==> config.mk <==
export PLATFORM = sky130hd
export DESIGN_NAME = alu_mp_seq
export DESIGN_NICKNAME = d
export VERILOG_FILES = /design/src/rtl/alu_mp_seq.sv
export SDC_FILE = /design/constraint.sdc
export NUM_CORES = 1
export LEC_CHECK = 0
export BUFFER_PORTS_ARGS = -buffer_cell sky130_fd_sc_hd__buf_2
export CORE_MARGIN = 5
export CORE_UTILIZATION = 50
export DETAILED_ROUTE_END_ITERATION = 10
export PLACE_DENSITY_LB_ADDON = 0.12
export SETUP_SLACK_MARGIN = 0.5
export SYNTH_ARGS = -nofsm -noshare
export SYNTH_HDL_FRONTEND = slang
export SYNTH_SLANG_ARGS = --single-unit
==> constraint.sdc <==
create_clock -name CLK -period 2.15 [get_ports CLK]
set_input_delay 0.1075 -clock CLK [delete_from_list [all_inputs] [get_ports CLK]]
set_output_delay 0.1075 -clock CLK [all_outputs]
set_load 0.02 [all_outputs]
==> src/rtl/alu_mp_seq.sv <==
// Multi-precision sequencer: runs one NWORDS x 8-bit op through the 8-bit ALU, one word per cycle.
// Latency NWORDS+1 edges from accept to RSP_VALID; the response is held until RSP_READY.
module alu_mp_seq #(
  parameter int NWORDS = 2
) (
  input  logic                  CLK,
  input  logic                  Reset,
  input  logic                  REQ_VALID,
  output logic                  REQ_READY,
  input  logic [2:0]            REQ_OP,
  input  logic [8*NWORDS-1:0]   REQ_A,
  input  logic [8*NWORDS-1:0]   REQ_B,
  input  logic                  REQ_CIN,
  output logic [7:0]            ALU_A,
  output logic [7:0]            ALU_B,
  output logic [1:0]            ALU_OP,
  output logic [1:0]            ALU_FUNCT,
  output logic                  ALU_SC_IN,
  input  logic [7:0]            ALU_OUT,
  input  logic                  ALU_SC_OUT,
  input  logic                  ALU_ZERO,
  output logic                  RSP_VALID,
  input  logic                  RSP_READY,
  output logic [8*NWORDS-1:0]   RSP_RESULT,
  output logic                  RSP_CARRY,
  output logic                  RSP_ZERO,
  output logic                  RSP_ERR
);

  localparam int W  = 8 * NWORDS;
  localparam int SW = $clog2(NWORDS);
  localparam logic [SW-1:0] LAST = SW'(NWORDS - 1);

  localparam logic [2:0] OP_ADD = 3'd0;
  localparam logic [2:0] OP_LSH = 3'd1;
  localparam logic [2:0] OP_RSH = 3'd2;
  localparam logic [2:0] OP_XOR = 3'd3;
  localparam logic [2:0] OP_AND = 3'd4;

  // ALU {OP,FUNCT} encodings; 0 is reserved for "no operation driven".
  localparam logic [3:0] K_ADD = 4'b0100;
  localparam logic [3:0] K_LSH = 4'b1000;
  localparam logic [3:0] K_RSH = 4'b1001;
  localparam logic [3:0] K_XOR = 4'b1100;
  localparam logic [3:0] K_AND = 4'b1101;

  typedef enum logic [1:0] {IDLE, RUN, DONE} state_t;

  state_t          state, state_nxt;
  logic [W-1:0]    a_q, b_q, res_q, res_nxt;
  logic [2:0]      op_q;
  logic            carry_q, zero_q, carry_nxt;
  logic [SW-1:0]   step_q, idx;
  logic            accept, op_legal, last_step, chain_carry;

  assign REQ_READY   = (state == IDLE) && !Reset;
  assign accept      = REQ_VALID && REQ_READY;
  assign op_legal    = (REQ_OP <= OP_AND);
  assign last_step   = (step_q == LAST);
  assign chain_carry = (op_q == OP_ADD) || (op_q == OP_LSH) || (op_q == OP_RSH);
  // Right shifts walk MSW first so the shifted-out bit flows downward.
  assign idx         = (op_q == OP_RSH) ? (LAST - step_q) : step_q;
  assign RSP_VALID   = (state == DONE);

  always_ff @(posedge CLK) begin
    if (Reset) state <= IDLE;
    else       state <= state_nxt;
  end

  always_comb begin
    state_nxt = state;
    ALU_A     = '0;
    ALU_B     = '0;
    ALU_SC_IN = 1'b0;
    ALU_OP    = 2'b00;
    ALU_FUNCT = 2'b00;
    res_nxt   = res_q;
    res_nxt[{idx, 3'b000} +: 8] = ALU_OUT;
    carry_nxt = chain_carry ? ALU_SC_OUT : 1'b0;
    case (state)
      IDLE: if (accept) state_nxt = op_legal ? RUN : DONE;
      RUN: begin
        ALU_A     = a_q[{idx, 3'b000} +: 8];
        ALU_B     = b_q[{idx, 3'b000} +: 8];
        ALU_SC_IN = carry_q;
        case (op_q)
          OP_ADD:  {ALU_OP, ALU_FUNCT} = K_ADD;
          OP_LSH:  {ALU_OP, ALU_FUNCT} = K_LSH;
          OP_RSH:  {ALU_OP, ALU_FUNCT} = K_RSH;
          OP_XOR:  {ALU_OP, ALU_FUNCT} = K_XOR;
          OP_AND:  {ALU_OP, ALU_FUNCT} = K_AND;
          default: {ALU_OP, ALU_FUNCT} = 4'b0000;
        endcase
        if (last_step) state_nxt = DONE;
      end
      DONE: if (RSP_READY) state_nxt = IDLE;
      default: state_nxt = IDLE;
    endcase
  end

  always_ff @(posedge CLK) begin
    if (Reset) begin
      a_q        <= '0;
      b_q        <= '0;
      res_q      <= '0;
      op_q       <= '0;
      carry_q    <= 1'b0;
      zero_q     <= 1'b0;
      step_q     <= '0;
      RSP_RESULT <= '0;
      RSP_CARRY  <= 1'b0;
      RSP_ZERO   <= 1'b0;
      RSP_ERR    <= 1'b0;
    end else begin
      case (state)
        IDLE: if (accept) begin
          a_q     <= REQ_A;
          b_q     <= REQ_B;
          op_q    <= REQ_OP;
          carry_q <= REQ_CIN;
          zero_q  <= 1'b1;
          step_q  <= '0;
          if (!op_legal) begin
            RSP_RESULT <= '0;
            RSP_CARRY  <= 1'b0;
            RSP_ZERO   <= 1'b1;
            RSP_ERR    <= 1'b1;
          end
        end
        RUN: begin
          res_q   <= res_nxt;
          carry_q <= carry_nxt;
          zero_q  <= zero_q & ALU_ZERO;
          step_q  <= step_q + 1'b1;
          if (last_step) begin
            RSP_RESULT <= res_nxt;
            RSP_CARRY  <= carry_nxt;
            RSP_ZERO   <= zero_q & ALU_ZERO;
            RSP_ERR    <= 1'b0;
          end
        end
        default: ;
      endcase
    end
  end

endmodule

==> reports/qor.yml <==
num_rows: 30
peakVddDrop_v: 0.0005160
seq_area_frac_synth_pct: 43.57
path_cells: "nor3b_4, xnor2_4, buf_6, mux2i_2, buf_4"
syn_inst: 387
syn_to_final_growth_pct: 48.44
grt_pass1_wl_um: 14510
numCtsBuffers: 9
clkTransAtPathRegs_ns: 0.08
numClockSinks: 75
cp-startpoint: "op_q[0]"
cts_tree: "done"
p_leak_nw: 2.099
ys_async_sr_fraction_pct: 0
synth.avg_cell_area_sq_um: 8.904
fmax_ghz: 0.5125
crit_arrival_ns: 1.84
insertedDiodeCount: 0
ios: 92
drt-total-wl_um: 9707
synth-seq-cells: 75
start_kind: "flip-flop"
fp.dieW_um: 93.02
powerDensity_nw_per_um2: 658.8
multi_input_area_sq_um: 2017
end_kind: "output pin"
final_cell_mix: "buf_2, nand2_1, dfxtp_1"
rsz0062_at_grt: "true"
instances_no_fill: 608
dieArea_sq_um: 8652
rr_startpoint: "op_q[0]"
hold_start: "REQ_OP[0]"
synth_edf_count: 0
grt_pass1_vias: 3074
vias: 3213
dp.final_hpwl_um: 5393
dp.cells: 530
period_share_pct: 90.76
setup_slack_ns: 0.1987
cp_slowest_cell: "dfxtp_4"
detail_route.wl_per_cell_um: 15.97
synth.net_count: 437
gr-total-overflow: 0
worstPathMaxFanout: 5
cpLargestDelayFamily: "buffers and inverters"
start_util_pct: 51.00
finalHoldViolCount: 0
n_fill_cell: 472
ff2ff_path_depth: 8
grt_usage_pct: 20.70
dr.first_iter.drc_count: 128
ant_nets: 0
fp.coreArea_sq_um: 6756
synthTopCellsByArea: "dfxtp_1, nand2b_1, mux2i_1, nand2_1, o21ai_0"
viasPerCell: 5.285
synth_cell_types: 41
ys.flop_type: "dfxtp_1"
final_common_cell: "buf_2"
pre_cts_ws_ns: 0.1210
clk_latency_ns: 0.35
finClkSkew_ns: 0.008511
slowest_delay_ns: 0.36
crit_type: "reg2out"
synth_area_sq_um: 3446
synth_top_area_share_pct: 43.57
die_y_um: 93.02
whs_path_depth: 3
htreeDepth: 3
utilization_pct: 75.70
final_nets: 573
cts-root-buf: "clkbuf_8"
setup_tns_ns: 0
gp_congestion: 0.7697
cap_viol_max_count: 0
grt_max_degree: 74
crit_buf_inv: 2
synth_top_cell_by_area: "dfxtp_1"
finalCriticalPeriod_ns: 1.951
drive_gt1_share_pct: 33.71
dr.pass1.iters: 4
antenna_found_initial: 0
clockBufferDepth: 2
cp.required_ns: 2.04
cp.depth: 5
slew_viol_final: 0
synth_warnings: 0
finalSetupViolCount: 0
numPortBuffers: 90
hold_class: "in2reg"
outcome: "completed"
seq_area_sq_um: 1519
drc_errors: 0
[final cells by class]
class	instances	share of cell area [%]
inverters	2	0.1468
multi-input cells	277	39.43
clock inverters	6	1.248
well taps	80	1.957
flip-flops and latches	75	29.70
repair buffers	158	24.83
clock buffers	10	2.691
[flip-flops by register name, indices dropped and copies added, names as in the netlist]
| name | count |
|---|---|
| b_q | 16 |
| RSP_CARRY | 1 |
| RSP_ERR | 1 |
| zero_q | 1 |
| op_q | 3 |
| a_q | 16 |
| carry_q | 1 |
| RSP_RESULT | 16 |
| RSP_ZERO | 1 |
| last_step | 1 |
| res_q | 16 |
| state | 2 |
[per-stage QoR]
stage               total power [mW]  area, sq um  hold WS [ns]
finish                         3.370         5115       0.01098
global route                   3.516         5115       0.01156
CTS                            3.291         4846      0.005818
detailed placement             2.076         4049        0.3060
global placement               2.066         4049        0.3011
floorplan                      1.941         3595        0.2161
[where the power goes]
part | switching [mW] | internal [mW]
sequential | 0.0598 | 1.48
combinational | 0.343 | 0.380
clock | 0.543 | 0.568
total | 0.946 | 2.42
[what timing repair did]
item	4_1_cts	5_1_grt
buffers inserted	11	13
hold buffers	33	0
hold endpoints to repair	33	0
setup endpoints to repair	90	49
cloned	0	5
pin swaps	2	6
resized for setup	51	21
[logic make-up (layout without fill, tap and decap cells)]
logic type / Yosys count / after routing / synth area share, %
xor gates and xnor gates: 3 / 3 / 0.9806
other: 1 / 1 / 0.1088
AOI/OAI and AO/OA: 68 / 68 / 13.18
buffers and inverters: 35 / 176 / 4.793
DFF: 75 / 75 / 43.57
and+or+nand+nor: 170 / 170 / 26.80
muxes: 35 / 35 / 10.57
[final timing paths]
check / slack, ns / end
hold reg to reg: 0.46 / RSP_ZERO
setup reg to reg: 0.42 / RSP_RESULT[6]
hold / removal: 0.01 / op_q[0]
setup / recovery: 0.20 / ALU_A[1]
[synth_stat cells, types with 2 or more instances]
| library cell | number |
|---|---|
| nor3b_1 | 18 |
| a21oi_1 | 6 |
| o21a_1 | 2 |
| buf_4 | 4 |
| nand2b_1 | 63 |
| clkbuf_1 | 16 |
| buf_1 | 3 |
| nor2_1 | 4 |
| o21ai_0 | 36 |
| dfxtp_1 | 75 |
| buf_2 | 8 |
| a211oi_1 | 2 |
| inv_1 | 2 |
| a221o_1 | 16 |
| nand2_1 | 71 |
| mux2i_1 | 33 |
| nor3_1 | 2 |
| nor2b_1 | 3 |
[worst reg2reg max path, stage by stage (launching register included)]
cell and delay (ns):
dfxtp_4 0.36, nor3b_4 0.31, buf_4 0.17, buf_6 0.09, buf_12 0.10, buf_6 0.10, clkbuf_16 0.14, nor3b_1 0.06
a221o_1 0.29
[metal layers]
layer / track usage [%] / routed length [um]
met5: 0 / 0
met4: 7.326 / 201
met3: 4.425 / 479
met2: 35.15 / 4891
met1: 25.95 / 4134
No activity file was read; power rests on OpenSTA's default activity.
